--- src/rtl/ysyx_22050019_wb_arb_pkg.sv ---
// Shared definitions for the NPC write-back arbiter: default widths,
// requester indices, the hard-wired zero register and a small helper.
package ysyx_22050019_wb_arb_pkg;

    // Default geometry of the integer register file write port.
    localparam int WB_DW   = 32;
    localparam int WB_AW   = 5;
    localparam int WB_NREQ = 3;

    // Requester slots on the arbiter; the index is also the bit position
    // in req_valid/req_ready and the slice number in req_addr/req_data.
    typedef enum int unsigned {
        REQ_EXU = 0,
        REQ_LSU = 1,
        REQ_CSR = 2
    } req_id_e;

    // x0 is hard-wired to zero; writes to it are accepted but dropped.
    localparam int REG_ZERO = 0;

    // Width of a binary index/pointer over n slots (at least one bit).
    function automatic int ptr_width(input int n);
        return (n > 1) ? $clog2(n) : 1;
    endfunction

endpackage

--- src/rtl/ysyx_22050019_rr_pick.sv ---
// Purely combinational round-robin picker. Scans the request vector
// starting at i_ptr, wrapping modulo N, and returns the first set request
// as a one-hot grant plus its binary index. Shared by several arbiters.
module ysyx_22050019_rr_pick
    import ysyx_22050019_wb_arb_pkg::*;
#(
    parameter int N  = WB_NREQ,
    parameter int PW = ptr_width(N)
) (
    input  logic [N-1:0]  i_req,
    input  logic [PW-1:0] i_ptr,
    output logic [N-1:0]  o_grant,
    output logic [PW-1:0] o_idx,
    output logic          o_any
);

    logic [PW-1:0] w_pos;
    logic          w_found;

    // Priority scan from the pointer; the first valid requester wins.
    always_comb begin
        // NOTE: every variable gets a default before the loop so that no
        // path leaves it unassigned; otherwise a latch would be inferred.
        o_grant = '0;
        o_idx   = '0;
        w_pos   = '0;
        w_found = 1'b0;
        for (int k = 0; k < N; k++) begin
            w_pos = PW'((int'(i_ptr) + k) % N);
            if (!w_found && i_req[w_pos]) begin
                o_grant[w_pos] = 1'b1;
                o_idx          = w_pos;
                w_found        = 1'b1;
            end
        end
    end

    assign o_any = w_found;

endmodule

--- src/rtl/ysyx_22050019_wb_arb.sv ---
// Write-back arbiter for the NPC integer register file. Grants at most one
// of NREQ producers per cycle in round-robin order, registers the winner
// onto the single register file write port, and exposes that in-flight
// write to the decode stage through a forwarding compare.
module ysyx_22050019_wb_arb
    import ysyx_22050019_wb_arb_pkg::*;
#(
    parameter int DW   = WB_DW,
    parameter int AW   = WB_AW,
    parameter int NREQ = WB_NREQ
) (
    input  logic                 clk,
    input  logic                 rst,
    input  logic [NREQ-1:0]      req_valid,
    output logic [NREQ-1:0]      req_ready,
    input  logic [NREQ*AW-1:0]   req_addr,
    input  logic [NREQ*DW-1:0]   req_data,
    output logic                 rf_wen,
    output logic [AW-1:0]        rf_waddr,
    output logic [DW-1:0]        rf_wdata,
    input  logic [AW-1:0]        fwd_addr,
    output logic                 fwd_hit,
    output logic [DW-1:0]        fwd_data
);

    localparam int PW = ptr_width(NREQ);

    // Architectural state: round-robin pointer and the registered port.
    logic [PW-1:0]   r_rr_ptr;
    logic            r_wen;
    logic [AW-1:0]   r_waddr;
    logic [DW-1:0]   r_wdata;

    // Picker results and the selected requester's payload.
    logic [NREQ-1:0] w_grant;
    logic [PW-1:0]   w_idx;
    logic            w_any;
    logic [AW-1:0]   w_sel_addr;
    logic [DW-1:0]   w_sel_data;
    logic [PW-1:0]   w_ptr_nxt;
    logic            w_take;

    ysyx_22050019_rr_pick #(
        .N  (NREQ),
        .PW (PW)
    ) u_pick (
        .i_req   (req_valid),
        .i_ptr   (r_rr_ptr),
        .o_grant (w_grant),
        .o_idx   (w_idx),
        .o_any   (w_any)
    );

    // Ready depends only on valid and the pointer; held low during reset
    // so no requester believes its write was accepted.
    assign req_ready = rst ? '0 : w_grant;
    assign w_take    = w_any & ~rst;

    // One-hot mux of the winner's address and data (constant slices only).
    always_comb begin
        w_sel_addr = '0;
        w_sel_data = '0;
        for (int i = 0; i < NREQ; i++) begin
            if (w_grant[i]) begin
                w_sel_addr = req_addr[i*AW +: AW];
                w_sel_data = req_data[i*DW +: DW];
            end
        end
    end

    // Pointer moves to the slot just after the winner, wrapping at NREQ.
    assign w_ptr_nxt = (w_idx == PW'(NREQ - 1)) ? '0 : w_idx + PW'(1);

    // Pointer and write-port registers; x0 writes load the port but keep
    // the enable low, and idle cycles hold address/data with enable low.
    always_ff @(posedge clk) begin
        // NOTE: sequential state uses non-blocking assignments so every
        // flop samples pre-edge values regardless of statement order.
        if (rst) begin
            r_rr_ptr <= '0;
            r_wen    <= 1'b0;
            r_waddr  <= '0;
            r_wdata  <= '0;
        end else if (w_take) begin
            r_rr_ptr <= w_ptr_nxt;
            r_wen    <= (w_sel_addr != AW'(REG_ZERO));
            r_waddr  <= w_sel_addr;
            r_wdata  <= w_sel_data;
        end else begin
            r_wen    <= 1'b0;
        end
    end

    assign rf_wen   = r_wen;
    assign rf_waddr = r_waddr;
    assign rf_wdata = r_wdata;

    // Forward the in-flight write to decode; x0 never forwards.
    assign fwd_hit  = r_wen & (fwd_addr == r_waddr) & (fwd_addr != AW'(REG_ZERO));
    assign fwd_data = r_wdata;

endmodule
--- config.mk ---
export PLATFORM = sky130hd
export DESIGN_NAME = ysyx_22050019_wb_arb
export DESIGN_NICKNAME = d
export VERILOG_FILES = /design/src/rtl/ysyx_22050019_wb_arb_pkg.sv /design/src/rtl/ysyx_22050019_rr_pick.sv /design/src/rtl/ysyx_22050019_wb_arb.sv
export SDC_FILE = /design/constraint.sdc
export NUM_CORES = 1
export LEC_CHECK = 0
export ABC_AREA = 1
export BUFFER_PORTS_ARGS = -buffer_cell sky130_fd_sc_hd__buf_2
export CAP_MARGIN = 20
export CORE_ASPECT_RATIO = 0.9
export CORE_MARGIN = 4
export CORE_UTILIZATION = 40
export CTS_CLUSTER_SIZE = 24
export DETAILED_ROUTE_END_ITERATION = 8
export PLACE_DENSITY = 0.78
export SYNTH_ARGS = -nofsm -noshare
export SYNTH_HDL_FRONTEND = slang
export SYNTH_SLANG_ARGS = --single-unit
--- constraint.sdc ---
create_clock -name clk -period 2.9 [get_ports clk]
set_clock_uncertainty 0.1 [all_clocks]
set_input_delay 0.29 -clock clk [delete_from_list [all_inputs] [get_ports clk]]
set_output_delay 0.29 -clock clk [all_outputs]
set_load 0.05 [all_outputs]
---- Word level (Yosys, flattened, before mapping) ----
Cells that the tools add are included.
cells by class
  $lt $le $gt $ge ......................... 6
  bitwise logic cells ..................... 7
  div/mod/pow operators ................... 3
  $add $sub $neg .......................... 3
  equality and inequality tests ........... 2
  reduce and logical (&&, ||, !) cells .... 10
  multiplexer cells ....................... 29
operators by type and width
  cell                                                         count
  two-way mux 32 bit                                           3
  remainder unit 32 x 3 -> 32 bit (second input constant)      2
  remainder unit 3 x 3 -> 32 bit (second input constant)       1
  two-way mux 5 bit                                            3
  two-way mux 3 bit                                            4
  nonzero test 5 bit                                           2
  less-than comparator 2 x 3 -> 1 bit (second input constant)  3
  two-way mux 1 bit                                            9
  two-way mux 2 bit                                            4
  binary-select mux 1 bit (select 2 bit)                       3
  demux 1 bit (select 2 bit)                                   3
  >= comparator 2 x 1 -> 1 bit (second input constant)         3
  bitwise OR 3 bit                                             2
  == test 5 bit                                                1
  logical AND 1 bit                                            5
  adder 2 x 1 -> 3 bit (second input constant)                 1
  adder 2 x 2 -> 3 bit (second input constant)                 1
  AND 1 bit                                                    3
  adder 2 x 1 -> 2 bit (second input constant)                 1
  == test 2 bit (second input constant)                        1
  logical NOT 1 bit                                            2
  NOT 1 bit                                                    2
  OR reduction 2 bit                                           1
word-level totals
  flip-flop bits (word level) ............. 40
  output and inout bits ................... 74

---- Depth between registers and ports, before layout ----
Gate-level depths: netlist of run 1.
  depth after elaboration ................. 14
  gate-level depth with buffers ........... 18
  mapped depth without buffers ............ 17

---- Cells and area by module ----
Synthesis of run 1 repeated with hierarchy kept, for this count alone.
unflattened totals
  cell total of the unflattened synthesis .. 424
  area total of the unflattened synthesis .. 3100.5 µm²
modules (own cells, without submodules)
  module                 instances  area each (µm²)  cells an instance
  ysyx_22050019_wb_arb   1          2780.2           363
  ysyx_22050019_rr_pick  1          320.3            61

---- Least setup slack after synthesis of run 1 ----
OpenSTA, ideal clock, no wires.
  kind .................................... register -> output
  from .................................... register r_rr_ptr[0]
  to ...................................... output port req_ready[1]
  data required time ...................... 2.510 ns
  stages on the path, launching flop included .. 11
  data arrival time ....................... 2.162 ns
  buffers on the path ..................... 1
  setup slack ............................. 0.348 ns
  cells stage by stage .................... dfxtp_1 -> inv_1 -> ha_1 -> inv_2 -> nand3_1 -> nand2_1 -> nand3_1 -> nor2_1 -> nor2_2 -> buf_2 -> nor2_1
between the ends
  longest elaborated chain between the ends .. 11
ends and longest elaborated chain
  element                                                                            line                         source
  start: declaration                                                                 ysyx_22050019_wb_arb.sv:29   logic [PW-1:0] r_rr_ptr;
  start signal: assignment                                                           ysyx_22050019_wb_arb.sv:85   r_rr_ptr <= w_ptr_nxt;
  adder 2 x 1 -> 3 bit or remainder unit 3 x 3 -> 32 bit (tied branches)             ysyx_22050019_rr_pick.sv:29  w_pos = PW'((int'(i_ptr) + k) % N);
  remainder unit 32 x 3 -> 32 bit (tied with other cells)                            ysyx_22050019_rr_pick.sv:29
  less-than comparator 2 x 3 -> 1 bit (not written as such) (tied with other cells)  ysyx_22050019_rr_pick.sv:31  o_grant[w_pos] = 1'b1;
  logical AND 1 bit (not written as such) (tied with other cells)                    ysyx_22050019_rr_pick.sv:31
  two-way mux 1 bit (not written as such) (tied with other cells)                    ysyx_22050019_rr_pick.sv:31
  demux 1 bit (select 2 bit) (tied with other cells)                                 n/a
  bitwise OR 3 bit (no source line) or two-way mux 1 bit (tied branches)             n/a
  two-way mux 3 bit or logical NOT 1 bit (tied branches)                             ysyx_22050019_rr_pick.sv:30  if (!w_found && i_req[w_pos]) begin
  bitwise OR 3 bit (no source line) or logical AND 1 bit (tied branches)             n/a
  two-way mux 3 bit *                                                                ysyx_22050019_rr_pick.sv:30
  two-way mux 3 bit *                                                                ysyx_22050019_wb_arb.sv:56   assign req_ready = rst ? '0 : w_grant;
  end: declaration                                                                   ysyx_22050019_wb_arb.sv:15   output logic [NREQ-1:0] req_ready,
Mark *: on every way between the ends. The rest lies on a longest branch, timed or not. The select of a mux whose other input is x is not followed.

---- Final worst setup path of run 1 ----
  from .................................... register r_rr_ptr[0]
  to ...................................... output port req_ready[2]
The elaborated chain is that of the path after synthesis.

==> flow_summary_export.csv, run 1 <==
group,metric,value,unit
outcome,status,"finished clean",
route,vias_per_cell,5.29,
logic_synthesis,synthCells,416,
critical_path,path_cells,"inv_1 -> ha_2 -> inv_2 -> nand2_1 -> nand3_1 -> nand2_1 -> nand3_1 -> nand3_1 -> inv_4 -> nor2_1 -> buf_2",
critical_path,cp_common_cell,"nand3_1",
sta,post-route-min-period,2670,ps
route,detail-route-antenna-nets,0,
pwr,leakagePower,1.86,nW
sta,setup_ws,229,ps
grt,grt_pass1_wl,14700,µm
logic_synthesis,syn_area_per_cell,6.82,µm²
critical_path,required,2510,ps
sta,hold_violations,0,
die,die_h,87.9,µm
critical_path,arrival,2280,ps
place,io_buffers,194,
sta,maxSlewViolCount,0,
logic_synthesis,synthTopCellsByArea,"dfxtp_1 (28%), a21oi_1 (19%), buf_4 (9.8%), nand2_1 (8.6%), nand3_1 (6.7%)",
hold_path,hold_class,"input port to register",
place,dp_slack,329,ps
logic_synthesis,yosysTopAreaCellShare,0.282,
sta,tightest_slew,405,ps
cts,clk_transition_reported_paths,80,ps
place,place_inst,647,
layout,syn2layout_area_growth,31.3,%
logic_synthesis,ys_ff_latch,40,
cts,cts_sinks,40,
cts,cts_buffers,5,
die,core,6730,µm²
route,drt_first_iter_violations,157,
route,route.vias.total,3464,
critical_path,critPathKind,"register to output pin",
grt,grt_usage,0.207,
place,hpwl,7360,µm
logic_synthesis,synth.net_count,541,
critical_path,cp-start-kind,"register",
die,fp.dieW,96.8,µm
sta,finalCritPeriodShare,0.921,
logic_synthesis,yosysTopAreaCell,"dfxtp_1",
sta,slew_headroom,0.730,
cts,clockBufferDepth,2,
die,die_area,8510,µm²
grt,antenna_found_initial,0,
grt,grt_max_degree,66,
cts,worstSkewPairLatency,280,ps
job,max_cap_violations,0,
place,globalplace.congestion,0.952,
pwr,vdd_drop_max,0.617,mV
route,routed_wl,9670,µm
layout,instances_no_fill,655,
critical_path,crit_slowest_cell,"ha_2",
critical_path,cpPeakStageDelay,400,ps
layout,n_antenna_cell,0,
logic_synthesis,ys_seq_area_frac,0.282,
layout,num-fill-cells,700,
die,initial_utilization,0.422,
pwr,cellPowerDensity,1270,nW/µm²
cts,h-tree-depth,2,
sta,setup_viol,0,
cts,root_buffer,"clkbuf_8",
grt,grt_pass1_vias,3231,
sta,clock.fmax,374,MHz
logic_synthesis,synth_warnings,0,
grt,grt-ovfl-total,0,
critical_path,end_kind,"output pin",
logic_synthesis,synthDistinctLibCells,32,
cts,cts_tree,"done",
route,drc_errors,0,
die,rows,28,
layout,drive_above_1_share,0.419,
die,io_pins,195,
logic_synthesis,syn-cell-area,2840,µm²
route,post_drt_wl_per_cell,14.8,µm
layout,fin_nets,689,
route,dr.pass1.iters,5,
critical_path,crit_fanout,26,
-- area by class of cell --
type,instances,area (µm²),area share
Clock inverter,1,30.0,0.00806
Sequential cell,40,801,0.215
Multi-Input combinational cell,297,1560,0.418
Inverter,17,66.3,0.0178
Timing Repair Buffer,203,1060,0.285
Tap cell,90,113,0.0302
Clock buffer,7,96.3,0.0259
-- routing by layer --
layer	share of wire	wire (µm)	global-route usage	up-vias
met3	0.095	916	0.0565	6
met4	0.0057	55	0.0523	0
met1	0.40	3900	0.238	1569
met2	0.50	4790	0.384	198
met5	0	0	0	-
li1	-	-	-	1691
-- timing repair --
| item | in CTS | in global routing |
|---|---|---|
| hold buffers | 0 | 0 |
| hold endpoints to repair | 0 | 0 |
| endpoints found under the setup margin | 0 | 4 |
| resized for setup | 0 | 3 |
| buffers inserted | 0 | 0 |
-- critical path: cells and delay by family (launching register included) --
| kind | cells | cell delay, ps |
|---|---|---|
| DFF | 1 | 360 |
| and+or+nand+nor | 6 | 640 |
| adders and majority gates | 1 | 400 |
| buffers and inverters | 4 | 580 |
-- cells in the final DEF, fill, tap and decap left out --
cell       instances
buf_2            194
a21oi_1          106
nand2_1           64
dfxtp_1           40
nand3_1           38
o21ai_1           21
o21ai_0           17
inv_1             12
nand3_2           11
nor2_1             8
clkbuf_8           7
buf_4              7
nand2_2            5
inv_2              4
nand4_1            4
xor2_1             4
ha_1               3
nor4_1             2
or2_0              2
o211ai_1           2
or2_2              2
buf_12             2
a21oi_4            1
nor2_4             1
or4_1              1
xnor2_1            1
o2111a_1           1
inv_4              1
o21a_1             1
or2_1              1
ha_2               1
bufinv_16          1
-- where the power goes --
group	internal (W)	total [W]	switching [W]
logic	0.00103	0.00346	0.00243
registers	0.000687	0.000786	0.0000990
clock network	0.000304	0.000499	0.000195
total	0.00202	0.00475	0.00273
-- path summary, 6_finish.rpt --
kind	slack (ps)	cells past startpoint	endpoint	from
worst max-delay path	230	11	req_ready[2]	r_rr_ptr[0]
worst min-delay path	180	3	fwd_data[6]	req_data[70]
worst min register to register	380	2	fwd_data[17]	fwd_data[17]
worst max register to register	280	15	fwd_data[25]	r_rr_ptr[0]
-- flip-flops by register name, summed over array words and instances, names as in the netlist --
register,flops
fwd_data,32
rf_waddr,5
r_rr_ptr,2
rf_wen,1
-- metrics by stage --
step / util / hold WS [ps] / power [W] / cell area, µm² / TNS (ps)
finish: 0.554 / 175 / 0.00475 / 3730 / 0
global route: 0.554 / 174 / 0.00513 / 3730 / -26.4
CTS: 0.553 / 166 / 0.00474 / 3720 / 0
detailed placement: 0.534 / 368 / 0.00423 / 3590 / 0
global placement: 0.534 / 361 / 0.00417 / 3590 / 0
floorplan: - / 374 / 0.00367 / 2840 / 0
-- Yosys cell counts --
cell and n:
a21oi_1 106, nand2_1 65, dfxtp_1 40, nand3_1 38
buf_4 37, o21ai_1 21, o21ai_0 17, inv_1 12
buf_2 11, nand3_2 11, nor2_1 8, clkbuf_1 5
inv_2 5, ha_1 4, nand2_2 4, nand4_1 4
xor2_1 4, buf_1 3, buf_6 3, clkbuf_4 2
nor4_1 2, o211ai_1 2, or2_0 2, or2_2 2
a21oi_4 1, buf_8 1, nor2_2 1, o2111a_1 1
o21a_1 1, or2_1 1, or4_1 1, xnor2_1 1
-- logic make-up after synthesis --
family                   synth area share
AO/OA/AOI/OAI                       0.272
AND/OR/NAND/NOR                     0.240
buffers and inverters               0.173
flip-flops                          0.282
XOR/XNOR                           0.0154
adder cells (fa/ha/maj)            0.0176
Power figures use the tool's default switching activity.
==> inputs of run 2 (changes only) <==
ABC_AREA = not set   (was 1)
PLACE_DENSITY = 0.79   (was 0.78)
==> run 2 against run 1 <==
  * Worst setup slack worse by 170 ps
  * Die area decreased by 3.7%
  * Largest cell class unchanged
  * Register-to-register slack got worse by 190 ps
  * Critical path depth down 3
  * Hold slack got worse by 4.5 ps
  * Final cell count down 6.7%
==> flow_summary_export.csv, run 2 <==
group,metric,value,unit
route,drt_first_iter_violations,126,
critical_path,path_cells,"inv_1 -> ha_2 -> mux2i_4 -> nor3b_1 -> o21ai_1 -> a21oi_4 -> nor2b_2 -> clkbuf_4",
layout,regArea,801,µm²
layout,syn2layout_area_growth,39.7,%
critical_path,required,2510,ps
critical_path,critPathKind,"register to output pin",
logic_synthesis,synthDistinctLibCells,43,
cts,cts_hold_buf,0,
critical_path,arrival,2450,ps
cts,h-tree-depth,2,
grt,grt_pass1_wl,14100,µm
layout,n_antenna_cell,0,
grt,grtUsageMet2,0.380,
layout,fin_nets,645,
layout,final_common_cell,"buf_2",
grt,grt_pass1_vias,3040,
route,vias_per_cell,5.30,
logic_synthesis,yosysTopAreaCell,"dfxtp_1",
place,globalplace.congestion,1.03,
grt,grt_max_degree,28,
logic_synthesis,synth_common_cells,"a21oi_1 (71), nand2_1 (44), dfxtp_1 (40)",
die,die_area,8190,µm²
cts,cts_tree,"done",
critical_path,cpPeakStageDelay,340,ps
route,detail-route-antenna-nets,0,
die,die_h,86.3,µm
grt,top_usage_layer,"met2",
grt,grtUsageMet1,0.251,
sta,clock.fmax,352,MHz
layout,num-fill-cells,671,
sta,setup_viol,0,
outcome,status,"finished clean",
sta,post-route-min-period,2840,ps
route,route.vias.total,3238,
route,dr.pass1.iters,4,
sta,finalCritPeriodShare,0.978,
job,max_cap_violations,0,
grt,antenna_found_initial,0,
grt,grt-ovfl-total,0,
critical_path,crit_fanout,5,
sta,rsz0062_at_grt,"yes",
logic_synthesis,synth_warnings,0,
layout,multi_input_area,1600,µm²
critical_path,end_kind,"output pin",
die,rows,28,
logic_synthesis,synthCells,357,
logic_synthesis,ys_ff_latch,40,
cts,cts_sinks,40,
cts,root_buffer,"clkbuf_8",
logic_synthesis,yosys.cell_count.top_type,"a21oi_1",
die,fp.dieW,94.9,µm
logic_synthesis,syn-cell-area,2720,µm²
logic_synthesis,ys_seq_area_frac,0.294,
logic_synthesis,async_flop_share,0,
hold_path,hold_class,"input port to register",
route,post_drt_wl_per_cell,15.6,µm
logic_synthesis,synthTopCellsByArea,"dfxtp_1 (29%), a21oi_1 (13%), o2bb2ai_1 (10%), buf_4 (9.4%), nand3_1 (6.4%)",
place,io_buffers,194,
critical_path,critPathTopFamily,"simple AND/OR/NAND/NOR gates",
critical_path,cp-start-kind,"register",
cts,clk_transition_reported_paths,80,ps
grt,met3_usage,0.0547,
cts,clockBufferDepth,2,
critical_path,crit_slowest_cell,"dfxtp_1",
sta,slew_headroom,0.641,
route,routed_wl,9540,µm
sta,maxSlewViolCount,0,
cts,worstSkewPairLatency,280,ps
logic_synthesis,synth.net_count,482,
critical_path,path_buf_inv,2,
logic_synthesis,syn_area_per_cell,7.62,µm²
critical_path,regToRegSetupSlack,90,ps
die,initial_utilization,0.413,
die,core,6590,µm²
layout,drive_above_1_share,0.472,
logic_synthesis,synth_edf_count,0,
layout,largest_reg_flops,32,
logic_synthesis,yosys_most_used_dff,"dfxtp_1",
logic_synthesis,yosysTopAreaCellShare,0.294,
place,hpwl,7580,µm
layout,post-route-util,0.577,
route,drc_errors,0,
cts,cts_buffers,5,
sta,tightest_slew,538,ps
grt,grt_usage,0.217,
die,io_pins,195,
sta,hold_violations,0,
layout,final_cell_mix,"buf_2 (192), a21oi_1 (70), nand2_1 (44)",
## run 2: kinds of logic (layout without fill, tap and decap cells)
kind of cell	count (synthesis)	count (layout)	synth area share
AO/OA/AOI/OAI	127	127	0.320
XOR/XNOR	4	4	0.0129
adder cells (fa/ha/maj)	4	4	0.0184
buffers and inverters	63	227	0.140
flip-flops	40	40	0.294
multiplexers	4	4	0.0161
AND/OR/NAND/NOR	115	115	0.199
## run 2: per-stage QoR
stage | std cells | area [µm²] | setup TNS (ps) | setup slack (ps) | hold WS (ps)
after floorplan | 357 | 2730 | 0 | 28.0 | 362
after global placement | 601 | 3620 | 0 | 199 | 354
after detailed placement | 601 | 3620 | 0 | 165 | 361
after CTS | 609 | 3760 | 0 | 8.77 | 156
after global routing | 611 | 3800 | -181 | -72.7 | 158
final | 611 | 3800 | 0 | 62.6 | 171
## run 2: what timing repair did
action / in CTS / in global routing
pin swaps: 0 / 1
endpoints found under the setup margin: 2 / 4
resized for setup: 4 / 7
setup buffers: 0 / 2
## run 2: worst min-delay path, stage by stage
cell	delay [ps]
buf_2	80
o2bb2ai_1	50
a21oi_1	100
## run 2: final timing paths
kind	from	to	depth (start not counted)
worst max-delay path	r_rr_ptr[1]	req_ready[0]	8
worst min-delay path	req_data[86]	fwd_data[22]	3
worst max register to register	r_rr_ptr[1]	rf_wen	11
worst min register to register	fwd_data[12]	fwd_data[12]	2
## run 2: layout make-up
cell class              instances  area share
well taps                      90      0.0296
repair buffers                217       0.305
flip-flops and latches         40       0.211
clock buffers                   6      0.0217
clock inverters                 2      0.0102
inverters                       2     0.00197
multi-input cells             254       0.421
## run 2: layer usage
layer | up-vias | routed length, µm | part of all wire
li1 | 1582 | - | -
met1 | 1469 | 3640 | 0.38
met2 | 171 | 4810 | 0.50
met3 | 16 | 863 | 0.090
met4 | 0 | 225 | 0.024
met5 | - | 0 | 0
Power of run 2 is left out: the tool's default activity adds up to more than one toggle a clock period on the data nets, which glitch-free logic cannot reach.
